$ cat src/rtl/onchip_mem_test_pkg.sv
// Shared types and defaults for the on-chip memory test master.
package onchip_mem_test_pkg;

  localparam int ERR_W      = 16;
  localparam int DEF_ADDR_W = 14;
  localparam int DEF_DATA_W = 32;
  localparam int DEF_DEPTH  = 10000;

  typedef enum logic [2:0] {
    IDLE   = 3'd0,
    WRITE  = 3'd1,
    READ   = 3'd2,
    DRAIN  = 3'd3,
    FINISH = 3'd4
  } state_e;

endpackage

$ cat src/rtl/onchip_mem_test_checker.sv
// Compares returned read data against the expected pattern; counts mismatches
// (saturating) and remembers the address of the first one in a run.
module onchip_mem_test_checker
  import onchip_mem_test_pkg::*;
#(
  parameter int ADDR_W = DEF_ADDR_W,
  parameter int DATA_W = DEF_DATA_W
) (
  input  logic              clk,
  input  logic              rst,
  input  logic              clear,
  input  logic              cmp_valid,
  input  logic [DATA_W-1:0] exp_data,
  input  logic [DATA_W-1:0] act_data,
  input  logic [ADDR_W-1:0] cmp_addr,
  output logic [ERR_W-1:0]  err_count,
  output logic [ADDR_W-1:0] first_err_addr
);

  logic [ERR_W-1:0]  err_q, err_d;
  logic [ADDR_W-1:0] first_q, first_d;

  always_comb begin
    err_d   = err_q;
    first_d = first_q;
    if (clear) begin
      err_d   = '0;
      first_d = '0;
    end else if (cmp_valid && (exp_data != act_data)) begin
      if (err_q != '1) err_d = err_q + ERR_W'(1);
      if (err_q == '0) first_d = cmp_addr;
    end
  end

  always_ff @(posedge clk or posedge rst) begin
    if (rst) begin
      err_q   <= '0;
      first_q <= '0;
    end else begin
      err_q   <= err_d;
      first_q <= first_d;
    end
  end

  assign err_count      = err_q;
  assign first_err_addr = first_q;

endmodule

$ cat src/rtl/onchip_mem_test_master.sv
// Avalon-MM memory test master: writes seed+a to words 0..N-1, reads them
// back-to-back and checks each word one cycle later.
module onchip_mem_test_master
  import onchip_mem_test_pkg::*;
#(
  parameter int ADDR_W = DEF_ADDR_W,
  parameter int DATA_W = DEF_DATA_W,
  parameter int DEPTH  = DEF_DEPTH
) (
  input  logic                clk,
  input  logic                reset,
  input  logic                start,
  input  logic [ADDR_W-1:0]   length,
  input  logic [DATA_W-1:0]   seed,
  output logic [ADDR_W-1:0]   address,
  output logic [DATA_W/8-1:0] byteenable,
  output logic                chipselect,
  output logic                write,
  output logic [DATA_W-1:0]   writedata,
  output logic                clken,
  input  logic [DATA_W-1:0]   readdata,
  output logic                busy,
  output logic                done,
  output logic                pass,
  output logic [ERR_W-1:0]    err_count,
  output logic [ADDR_W-1:0]   first_err_addr,
  output logic [2:0]          dbg_state
);

  state_e            state_q, state_d;
  logic [ADDR_W-1:0] addr_q, addr_d;
  logic [ADDR_W-1:0] n_q, n_d;
  logic [DATA_W-1:0] seed_q, seed_d;
  logic              pass_q, pass_d;
  logic              clear;
  logic [ADDR_W-1:0] n_clamp;
  logic              last;

  // Expected-value pipe aligned with the 1-cycle read latency of the slave.
  logic              rd_vld_q, rd_vld_d;
  logic [ADDR_W-1:0] rd_addr_q, rd_addr_d;
  logic [DATA_W-1:0] rd_exp_q, rd_exp_d;

  assign n_clamp = (32'(length) > DEPTH) ? ADDR_W'(DEPTH) : length;
  assign last    = (addr_q == n_q - ADDR_W'(1));

  always_comb begin
    state_d = state_q;
    addr_d  = addr_q;
    n_d     = n_q;
    seed_d  = seed_q;
    pass_d  = pass_q;
    clear   = 1'b0;
    unique case (state_q)
      IDLE: begin
        if (start) begin
          n_d     = n_clamp;
          seed_d  = seed;
          addr_d  = '0;
          pass_d  = 1'b0;
          clear   = 1'b1;
          state_d = (n_clamp == '0) ? FINISH : WRITE;
        end
      end
      WRITE: begin
        if (last) begin
          addr_d  = '0;
          state_d = READ;
        end else begin
          addr_d = addr_q + ADDR_W'(1);
        end
      end
      READ: begin
        if (last) begin
          addr_d  = '0;
          state_d = DRAIN;
        end else begin
          addr_d = addr_q + ADDR_W'(1);
        end
      end
      DRAIN: state_d = FINISH;
      FINISH: begin
        pass_d  = (err_count == '0);
        state_d = IDLE;
      end
      default: state_d = IDLE;
    endcase

    rd_vld_d  = (state_q == READ);
    rd_addr_d = addr_q;
    rd_exp_d  = seed_q + DATA_W'(addr_q);
  end

  always_ff @(posedge clk or posedge reset) begin
    if (reset) begin
      state_q   <= IDLE;
      addr_q    <= '0;
      n_q       <= '0;
      seed_q    <= '0;
      pass_q    <= 1'b0;
      rd_vld_q  <= 1'b0;
      rd_addr_q <= '0;
      rd_exp_q  <= '0;
    end else begin
      state_q   <= state_d;
      addr_q    <= addr_d;
      n_q       <= n_d;
      seed_q    <= seed_d;
      pass_q    <= pass_d;
      rd_vld_q  <= rd_vld_d;
      rd_addr_q <= rd_addr_d;
      rd_exp_q  <= rd_exp_d;
    end
  end

  onchip_mem_test_checker #(
    .ADDR_W(ADDR_W),
    .DATA_W(DATA_W)
  ) u_checker (
    .clk           (clk),
    .rst           (reset),
    .clear         (clear),
    .cmp_valid     (rd_vld_q),
    .exp_data      (rd_exp_q),
    .act_data      (readdata),
    .cmp_addr      (rd_addr_q),
    .err_count     (err_count),
    .first_err_addr(first_err_addr)
  );

  assign chipselect = (state_q == WRITE) || (state_q == READ);
  assign write      = (state_q == WRITE);
  assign address    = addr_q;
  assign byteenable = chipselect ? '1 : '0;
  assign writedata  = write ? (seed_q + DATA_W'(addr_q)) : '0;
  assign clken      = 1'b1;
  assign busy       = (state_q != IDLE);
  assign done       = (state_q == FINISH);
  // pass is already valid alongside done, then held in IDLE.
  assign pass       = (state_q == FINISH) ? (err_count == '0) : pass_q;
  assign dbg_state  = state_q;

endmodule

$ cat config.mk
export PLATFORM = sky130hd
export DESIGN_NAME = onchip_mem_test_master
export DESIGN_NICKNAME = d
export VERILOG_FILES = /design/src/rtl/onchip_mem_test_pkg.sv /design/src/rtl/onchip_mem_test_checker.sv /design/src/rtl/onchip_mem_test_master.sv
export SDC_FILE = /design/constraint.sdc
export NUM_CORES = 1
export LEC_CHECK = 0
export ABC_CLOCK_PERIOD_IN_PS = 4700
export BUFFER_PORTS_ARGS = -buffer_cell sky130_fd_sc_hd__buf_2
export CORE_AREA = 2 2 143 117
export DETAILED_ROUTE_END_ITERATION = 6
export DIE_AREA = 0 0 145 119
export PLACE_DENSITY = 0.79
export SYNTH_ARGS = -nofsm -noshare
export SYNTH_HDL_FRONTEND = slang
export SYNTH_HIERARCHICAL = 1
export SYNTH_SLANG_ARGS = --single-unit
$ cat constraint.sdc
create_clock -name clk -period 4.7 [get_ports clk]
set_clock_uncertainty 0.2 [all_clocks]
set_input_delay 0.94 -clock clk [delete_from_list [all_inputs] [get_ports clk]]
set_output_delay 0.94 -clock clk [all_outputs]
set_load 0.01 [all_outputs]
==> run metrics, run 1 <==
run status=finished clean; max-cap violations=0; setup bufs post-CTS=0; DIE HEIGHT=around 120 um; CTS buffer count=17; synthesized flop and latch total=around 140; Synth-to-Final Area Change=20.42%; # port buffers=168; DR vias=6,581; Initial Util=between 40% and 50%; clk root buf=clkbuf_16; Via density=about 5.4; Synth area leaders=dfrtp_1, nand2_1, xor2_1; worst endpoint required time=around 3600 ps; Cell Area, Synth=between 0.007 and 0.008 mm^2; Synth async-reset ratio=100.0%; Post-DP HPWL=15.03 mm; EDFF count, synth=0; DP Worst Slack=756.3 ps; Post-DRT Antenna Nets=0; Net Sw Frac=around 22%; area of the core=0.01603 mm^2; most instantiated cells after synthesis=nand2_1, dfrtp_1, nor2_1, xor2_1, nand3_1; Worst-Skew Late Latency=between 400 and 500 ps; power after layout=approximately 2.7 mW; f_max=approximately 230 MHz; GR Overflow Total=0; layout cell share with drive strength beyond 1=around 24%; net count after synthesis=919; Net Switching=~0.60 mW; Setup TNS=0 ps; GP Congestion=around 0.9; final hold violation count=0; fin crit period=between 4000 and 5000 ps; # setup viols final=0; aggregate global-route resource usage=24.38%; initial antenna violation count=0; P_int=~2.1 mW; Reg power frac=45.1%; WL/cell=between 15 and 20 um; post-synth top area cell=dfrtp_1; sequential area share after synthesis=45.32%; Worst slew margin=between 20% and 30%; crit path max fanout=8; largest net degree at the start of global routing=80; Worst Path Arrival=around 3300 ps; FP Rows=42; Nets=around 1,100; first-pass GRT wire length=33.07 mm; Hold Buf Count CTS=0; PwrDens=287.2 mW/mm^2; cell total after placement=between 1,000 and 1,500; Die Footprint=roughly 0.017 mm^2; TritonCTS Sinks=141; CTS resizes=0; Max Buffers Root-to-Sink=2; crit share post-route=between 90 and 100%; most common cell in the netlist=nand2_1; Hold Path Class=flop to flop; clock-pin slew on the worst setup and hold paths=around 60 ps; Max rail drop VDD=0.2405 mV; Leakage=4.686 nW; clock network fraction of design power=51.8%; vias in the first global route=6,227; Top FF cell, synth=dfrtp_1; Starting DRT DRC Count=between 400 and 500; post-route setup slack=about 260 ps; Residual DRC=0; worst slew pin tran=between 1000 and 1500 ps; Die X=~150 um; CP startpoint kind=flop; Ys Warns=6; Gate power share=~3.1%; share of the synthesized area in the top cell type=about 45%; drt first pass iters=5; Layout Cells excl Fill=1,212; CP Capture Type=output pin; fin. max-slew vios=0; final wirelength=around 21 mm; crit path kind=flop to output pin; TritonCTS clock tree=done; RSZ-0062 raised after global routing=no; CTS H-Tree Depth=4; Netlist cell types=between 70 and 80; top-level I/O count=170; Syn Inst Count=819; synthesized area per cell=between 9 and 10 um^2
## registers in the layout (all words and copies together), names as in the netlist
name and cells:
rd_addr_q 14, u_checker/err_count 16, seed_q 32, address 14
rd_exp_q 32, dbg_state 3, rd_vld_q 1, n_q 14
u_checker/first_err_addr 14, pass_q 1
## path summary, 6_finish.rpt
kind | start | to | slack (ps) | cells past startpoint
max reg2reg | n_q[0] | address[7] | 1660 | 10
max in group asynchronous | reset | seed_q[12] | 3110 | 3
max | address[0] | writedata[12] | 260 | 11
min | rd_addr_q[4] | u_checker/first_err_addr[4] | 280 | 2
min reg2reg | rd_addr_q[4] | u_checker/first_err_addr[4] | 280 | 2
min in group asynchronous | reset | u_checker/first_err_addr[6] | 320 | 2
## power by group through the flow
stage	Combinational [mW]	Sequential, mW	Clock, mW
2_1_floorplan	0.0346	1.24	0
6_report	0.0846	1.21	1.39
3_3_place_gp	0.0853	1.24	0
4_1_cts	0.0871	1.21	1.42
3_5_place_dp	0.0863	1.24	0
5_1_grt	0.0948	1.21	1.47
## metrics by stage
stage | cell area [um^2] | hold WS (ps) | utilization (%)
after detailed placement | 8762 | 272.5 | 54.67
after CTS | 9374 | 285.5 | 58.49
after global placement | 8762 | 262.9 | 54.67
final | 9376 | 280.1 | 58.50
after floorplan | 7786 | 249.7 | -
after global routing | 9374 | 309.6 | 58.49
## cell usage in the layout, fill, tap and decap left out, types with 5 or more instances in the layout
cell type,instances
a21o_1,16
a21oi_1,25
a22o_1,8
and2_1,32
and3_1,10
buf_2,168
buf_4,6
clkbuf_16,17
dfrtp_1,141
ha_1,18
inv_1,19
mux2_1,6
mux2i_1,18
nand2_1,158
nand2b_1,5
nand3_1,34
nand4_1,10
nor2_1,57
nor2b_1,13
nor3_1,14
nor4_1,16
o21ai_0,20
o31ai_1,5
or2_2,5
xnor2_1,32
xor2_1,47
## worst max-delay path, cell delays in order (launching register included)
cell and delay, ps:
dfrtp_1 490, ha_1 290, fa_1 420, a21o_1 170, a21oi_1 260, nor2b_1 130, o21a_1 210, o22ai_1 240
o21ai_0 160, xor2_1 200, and2_1 190, buf_2 140
## layer usage
layer	track usage, %	wire length, um	part of all wire, %	vias to the layer above
met1	34.48	9726	47	3174
met3	6.398	1410	6.8	29
li1	-	-	-	3140
met2	36.73	9274	45	238
met4	7.859	416	2.0	0
met5	0	0	0	-
## area by class of cell
class	count	area [um^2]
sequential	141	3528
clock inverter	15	186.4
multi-input combinational	622	3971
clock buffer	17	425.4
timing repair buffer	175	905.9
fill	1388	6651
inverter	21	81.33
tap	220	275.3
antenna	1	2.502
## cell families after synthesis
logic type,synth area share (%)
flops,45.32
other cells,0.04816
buf+inv,3.680
xor+xnor,8.886
simple gates,24.92
mux,3.374
fa+ha+maj,3.150
compound gates,10.62
Note: power is estimated with default switching activity, not from simulation.
==> inputs of run 2 (changes only) <==
--- a/config.mk
+++ b/config.mk
@@ -7,8 +7,10 @@
 export LEC_CHECK = 0
+export ABC_AREA = 1
 export ABC_CLOCK_PERIOD_IN_PS = 4700
 export BUFFER_PORTS_ARGS = -buffer_cell sky130_fd_sc_hd__buf_2
-export CORE_AREA = 2 2 143 117
+export CORE_AREA = 2 2 149 122
 export DETAILED_ROUTE_END_ITERATION = 6
-export DIE_AREA = 0 0 145 119
-export PLACE_DENSITY = 0.79
+export DIE_AREA = 0 0 151 124
+export GPL_TIMING_DRIVEN = 0
+export PLACE_DENSITY = 0.78
 export SYNTH_ARGS = -nofsm -noshare
--- a/constraint.sdc
+++ b/constraint.sdc
@@ -4,2 +4,2 @@
 set_output_delay 0.94 -clock clk [all_outputs]
-set_load 0.01 [all_outputs]
+set_load 0.05 [all_outputs]
==> run 2 against run 1 <==
  * Combinational power increased to 48 times the previous value
  * Utilization rose by 1.3 points
  * Synthesized area increased by 8.1%
  * Global-route usage is 2.1 points higher
  * Synthesized cell count rose by 41%
  * Sequential cell count unchanged
  * Total power grew to 2.9 times the previous value
  * Wire length increased by 15%
  * Clock power increased by 9%
  * Critical path type unchanged
==> run metrics, run 2 <==
run status=finished clean; GP Congestion=0.9250 (+5.1%); CTS buffer count=17 (unchanged); Worst slew margin=22.41% (+1.1 points); Max rail drop VDD=0.5872 mV (+140%); worst hold slack=276.5 ps (-3.559 ps); CTS resizes=0 (unchanged); DIE HEIGHT=124 um (+4.2%); power after layout=7.725 mW (+190%); Synth area leaders=dfrtp_1, nand2_1, inv_1; Cell Area, Synth=0.008421 mm^2 (+8.1%); fin. max-slew vios=0 (unchanged); commonest non-fill, non-tap cell in the layout=nand2_1; RSZ-0062 raised after global routing=no; Synth async-reset ratio=100.0% (unchanged); final wirelength=23.94 mm (+15%); Starting DRT DRC Count=493 (+13%); Die X=151 um (+4.1%); synthesized area per cell=7.310 um^2 (-23%); Ys Warns=6 (unchanged); CP dominant cell by count=nand2_1; # setup viols final=0 (unchanged); Layout Cells excl Fill=1,581 (+30%); # port buffers=168 (unchanged); aggregate global-route resource usage=26.49% (+2.1 points); area of the core=0.01711 mm^2 (+6.7%); crit share post-route=88.57% (-6.0 points); DR vias=8,086 (+23%); commonest cells after routing, fill and taps aside=nand2_1, buf_2, inv_1, dfrtp_1, nor2_1; Residual DRC=0 (unchanged); Worst-Skew Late Latency=420 ps (about the same); Top FF cell, synth=dfrtp_1; synthesized flop and latch total=141 (unchanged); Hold Buf Count CTS=0 (unchanged); Via density=5.114 (-5.8%); net count after synthesis=1,252 (+36%); final design utilization=59.84% (+1.3 points); Max Buffers Root-to-Sink=2 (unchanged); f_max=240.2 MHz (+6.8%); FP Rows=43 (+2.4%); Nets=1,440 (+34%); PwrDens=754.6 mW/mm^2 (+160%); clock-pin slew on the worst setup and hold paths=60 ps (about the same); max-cap violations=0 (unchanged); Leakage=5.501 nW (+17%); Post-DP HPWL=18.74 mm (+25%); Largest stage delay, worst path=500 ps (about the same); CP startpoint kind=flop; clk root buf=clkbuf_16; Setup TNS=0 ps (unchanged); final hold violation count=0 (unchanged); drt first pass iters=6 (+1); TritonCTS Sinks=141 (unchanged); Hold Path Class=flop to flop; Post-DRT Antenna Nets=0 (unchanged); CTS H-Tree Depth=4 (unchanged); sequential area share after synthesis=41.90% (-3.4 points); Die Footprint=0.01872 mm^2 (+8.5%); post-synth top area cell=dfrtp_1; most common cell in the netlist=nand2_1; most instantiated cells after synthesis=nand2_1, inv_1, dfrtp_1, nor2_1, nand3_1; setup bufs post-CTS=0 (unchanged); CP Cell Sequence=ha_1 > fa_1 > nand2_1 > a31oi_1 > nand3_1 > nand2_1 > nand2_1 > nand2_1 > nand2_1 > xor2_1 > and2_1 > buf_2; worst endpoint required time=3560 ps (about the same); share of the synthesized area in the top cell type=41.90% (-3.4 points); largest net degree at the start of global routing=68 (-15%); Synth-to-Final Area Change=21.57%; TritonCTS clock tree=done; WL/cell=15.14 um (-12%); Worst Path Arrival=3020 ps (-280 ps); initial antenna violation count=3 (+3); first-pass GRT wire length=37.78 mm (+14%); Netlist cell types=44 (-39%); layout cell share with drive strength beyond 1=18.33% (-5.9 points); crit path max fanout=7 (-1); cell total after placement=1,546 (+31%); fin crit period=4163 ps (-281.3 ps); GR Overflow Total=0 (unchanged); vias in the first global route=7,417 (+19%); Initial Util=49.22% (+0.64 points); top-level I/O count=170 (unchanged); critical path's slowest cell=dfrtp_1; worst slew pin tran=1163 ps (-13.88 ps); crit path kind=flop to output pin; CP Capture Type=output pin; EDFF count, synth=0 (unchanged); Syn Inst Count=1,152 (+41%)
run 2: cell type report:
class / instances / area (um^2)
repair buffers: 169 / 860.8
fillers: 1588 / 6872
clock inverters: 13 / 211.5
inverters: 155 / 584.3
multi-input cells: 825 / 4139
well taps: 225 / 281.5
plain buffers: 31 / 171.4
flip-flops and latches: 141 / 3528
diodes: 3 / 7.507
clock buffers: 19 / 452.9
run 2: critical path: cells and delay by family (launching register included):
family          cells  cell delay, ps
compound gates      1             130
xor+xnor            1             280
fa+ha+maj           2             690
buf+inv             1             250
flops               1             500
simple gates        7             740
run 2: metrics by stage:
step / worst slack (ps) / cell area [um^2]
6_report: 537.2 / 10240
5_1_grt: 343.1 / 10240
4_1_cts: 542.2 / 10230
3_5_place_dp: 1005 / 9565
3_3_place_gp: -598.8 / 9543
2_1_floorplan: 629.3 / 8421
run 2: worst paths after layout:
path,endpoint,startpoint,depth (start not counted),slack (ps)
hold reg to reg,seed_q[6],seed_q[6],2,280
hold / removal,seed_q[6],seed_q[6],2,280
max in group asynchronous,u_checker/err_count[5],reset,2,2950
setup reg to reg,u_checker/first_err_addr[6],dbg_state[1],11,1480
min in group asynchronous,rd_vld_q,reset,2,510
setup / recovery,writedata[18],address[0],12,540
run 2: cell families after synthesis:
group | share of synthesized area [%]
xor gates and xnor gates | 7.281
adders and majority gates | 2.912
and+or+nand+nor | 32.59
buffers and inverters | 8.945
AOI/OAI and AO/OA | 6.330
DFF | 41.90
other | 0.04453
run 2: power breakdown:
part / total (mW) / switching (mW) / internal [mW]
Clock: 1.51 / 0.533 / 0.974
Combinational: 4.05 / 2.90 / 1.15
Sequential: 2.17 / 0.470 / 1.70
Total: 7.72 / 3.90 / 3.82
run 2: layer usage:
metal,wire (um),global-route usage [%],vias up
li1,-,-,3987
met1,11360,38.92,3749
met2,10370,39.80,315
met3,1782,5.128,35
met4,432,7.886,0
met5,0,0,-
==> inputs of run 3 (changes only) <==
- ABC_AREA: 1 -> unset
- CAP_MARGIN: unset -> 5
- CORE_AREA: 2 2 149 122 -> 2 2 143 117
- DIE_AREA: 0 0 151 124 -> 0 0 145 119
- PLACE_DENSITY: 0.78 -> 0.79
==> run 3 against run 2 <==
  * Final cell count down 21%
  * Non-clock buffer count up 8
  * Total power down 64%
  * Setup slack worse by 400 ps
  * Maximum frequency down 8.7%
  * First-iteration DRC count down 8.3%
  * Largest power group is now the clock network
  * Largest cell class unchanged
  * Via count down 17%
  * Cell area down 5.7%
  * Critical path type unchanged
  * Combinational power down 98%
  * Global-route usage down 2.0 points
  * Register-to-register slack worse by 370 ps
  * Sequential power down 44%
==> run metrics, run 3 (same netlist as run 1, synthesis figures left out) <==
Reg area=0.003530 mm^2 (about the same); final design utilization=60.23% (+0.39 points); Post-DP HPWL=15.39 mm (-18%); DP Worst Slack=280.2 ps (-724.7 ps); crit path from=address[0]; GP Congestion=0.8962 (-3.1%); worst endpoint required time=3560 ps (about the same); Max Buffers Root-to-Sink=2 (unchanged); CTS H-Tree Depth=4 (unchanged); fin crit period=4559 ps (+396.1 ps); Die X=145 um (-4.0%); f_max=219.4 MHz (-8.7%); area of the core=0.01603 mm^2 (-6.3%); # port buffers=168 (unchanged); layout cell share with drive strength beyond 1=24.93% (+6.6 points); Synth-to-Final Area Change=23.98%; CTS buffer count=17 (unchanged); Worst slew margin=22.62% (+0.21 points); top-level I/O count=170 (unchanged); clock-pin slew on the worst setup and hold paths=60 ps (about the same); vias in the first global route=6,496 (-12%); Residual DRC=0 (unchanged); Via density=5.379 (+5.2%); WL/cell=16.62 um (+9.7%); Die Footprint=0.01726 mm^2 (-7.8%); aggregate global-route resource usage=24.51% (-2.0 points); Leakage=4.841 nW (-12%); # diodes=0 (-3); first-pass GRT wire length=33.33 mm (-12%); post-route setup slack=141.1 ps (-396.2 ps); TritonCTS Sinks=141 (unchanged); worst r2r src=dbg_state[0]; GR Overflow Total=0 (unchanged); DIE HEIGHT=119 um (-4.0%); DR vias=6,686 (-17%); Fillers=1,348 (-15%); crit share post-route=97.00% (+8.4 points); Hold Buf Count CTS=0 (unchanged); Post-DRT Antenna Nets=0 (unchanged); Starting DRT DRC Count=452 (-8.3%); drt first pass iters=5 (-1); FP Rows=42 (-2.3%); clk root buf=clkbuf_16; run status=finished clean; max-cap violations=0 (unchanged); hold path start=seed_q[8]; Worst-Skew Late Latency=420 ps (about the same); Max rail drop VDD=0.2457 mV (-58%); power after layout=2.789 mW (-64%); Setup TNS=0 ps (unchanged); fin. max-slew vios=0 (unchanged); crit path kind=flop to output pin; TritonCTS clock tree=done; CP startpoint kind=flop; commonest non-fill, non-tap cell in the layout=buf_2; CP Capture Type=output pin; PwrDens=288.9 mW/mm^2 (-62%); RSZ-0062 raised after global routing=no; worst slew pin tran=1159 ps (-3.158 ps); commonest cells after routing, fill and taps aside=buf_2, nand2_1, dfrtp_1, nor2_1, xor2_1; Hold Path Class=flop to flop; Nets=1,111 (-23%); largest net degree at the start of global routing=63 (-7.4%); final hold violation count=0 (unchanged); Worst Path Arrival=3420 ps (+400 ps); initial antenna violation count=0 (-3); area used by multi-input combinational logic=0.003999 mm^2 (-3.4%); # setup viols final=0 (unchanged); final wirelength=20.66 mm (-14%); Initial Util=48.58% (-0.64 points); crit path max fanout=8 (+1)
==> run 3: cell count changes in the layout (fill, tap and decap cells not counted), moves of 13 or more <==
cell | previous run | this run
a21o_1 | 1 | 16
and2_1 | 3 | 32
inv_1 | 147 | 19
mux2i_1 | 0 | 18
nand2_1 | 350 | 158
nand3_1 | 90 | 34
nor2_1 | 116 | 57
nor2b_1 | 0 | 13
o21ai_0 | 55 | 20
xor2_1 | 30 | 47
==> run 3: final timing paths <==
| path | endpoint | slack, ps | depth (start not counted) |
|---|---|---|---|
| worst min register to register | seed_q[8] | 280 | 2 |
| worst min-delay path | seed_q[8] | 280 | 2 |
| max in group asynchronous | u_checker/err_count[13] | 2940 | 2 |
| worst max register to register | u_checker/first_err_addr[3] | 1110 | 9 |
| min in group asynchronous | rd_addr_q[5] | 480 | 2 |
| worst max-delay path | writedata[12] | 140 | 11 |
==> run 3: report_power, final <==
group          internal (mW)  switching (mW)
clock                  0.981           0.507
sequential              1.21  0.000000000139
combinational         0.0358          0.0508
total                   2.23           0.557
==> run 3: area by class of cell <==
cell class                      count  area share [%]
Inverter                           21          0.8425
Sequential cell                   141           36.57
Clock inverter                     10           1.918
Buffer                             34           2.113
Clock buffer                       21           4.874
Timing Repair Buffer              174           9.410
Multi-Input combinational cell    622           41.43
Tap cell                          220           2.852
==> run 3: through the flow <==
stage | area [um^2] | cells | hold WS [ps]
CTS | 9615 | 1241 | 286.2
global route | 9653 | 1243 | 300.7
detailed placement | 8932 | 1208 | 270.1
floorplan | 7786 | 819 | 249.7
finish | 9653 | 1243 | 282.3
global placement | 8902 | 1207 | 263.5
==> run 3: critical path, stage by stage, from the launching register on <==
cell     delay, ps
dfrtp_2        490
ha_1           260
fa_1           410
a21o_1         170
a21oi_1        230
nor2b_1        120
o21a_1         210
o22ai_1        260
o21ai_0        140
xor2_1         280
and2_1         170
buf_2          260
==> run 3: layer usage <==
metal | vias up | wire length, um | track usage [%]
met3 | 34 | 1384 | 4.674
met5 | - | 0 | 0
met1 | 3166 | 9208 | 33.35
li1 | 3193 | - | -
met2 | 293 | 9609 | 39.49
met4 | 0 | 454 | 8.663
==> run 3: timing repair <==
item                                   4_1_cts  5_1_grt
pin swaps                                    1        3
buffers inserted                             2        3
setup endpoints to repair                    6        9
gates resized for setup                      2        4
endpoints found under the hold margin        0        0
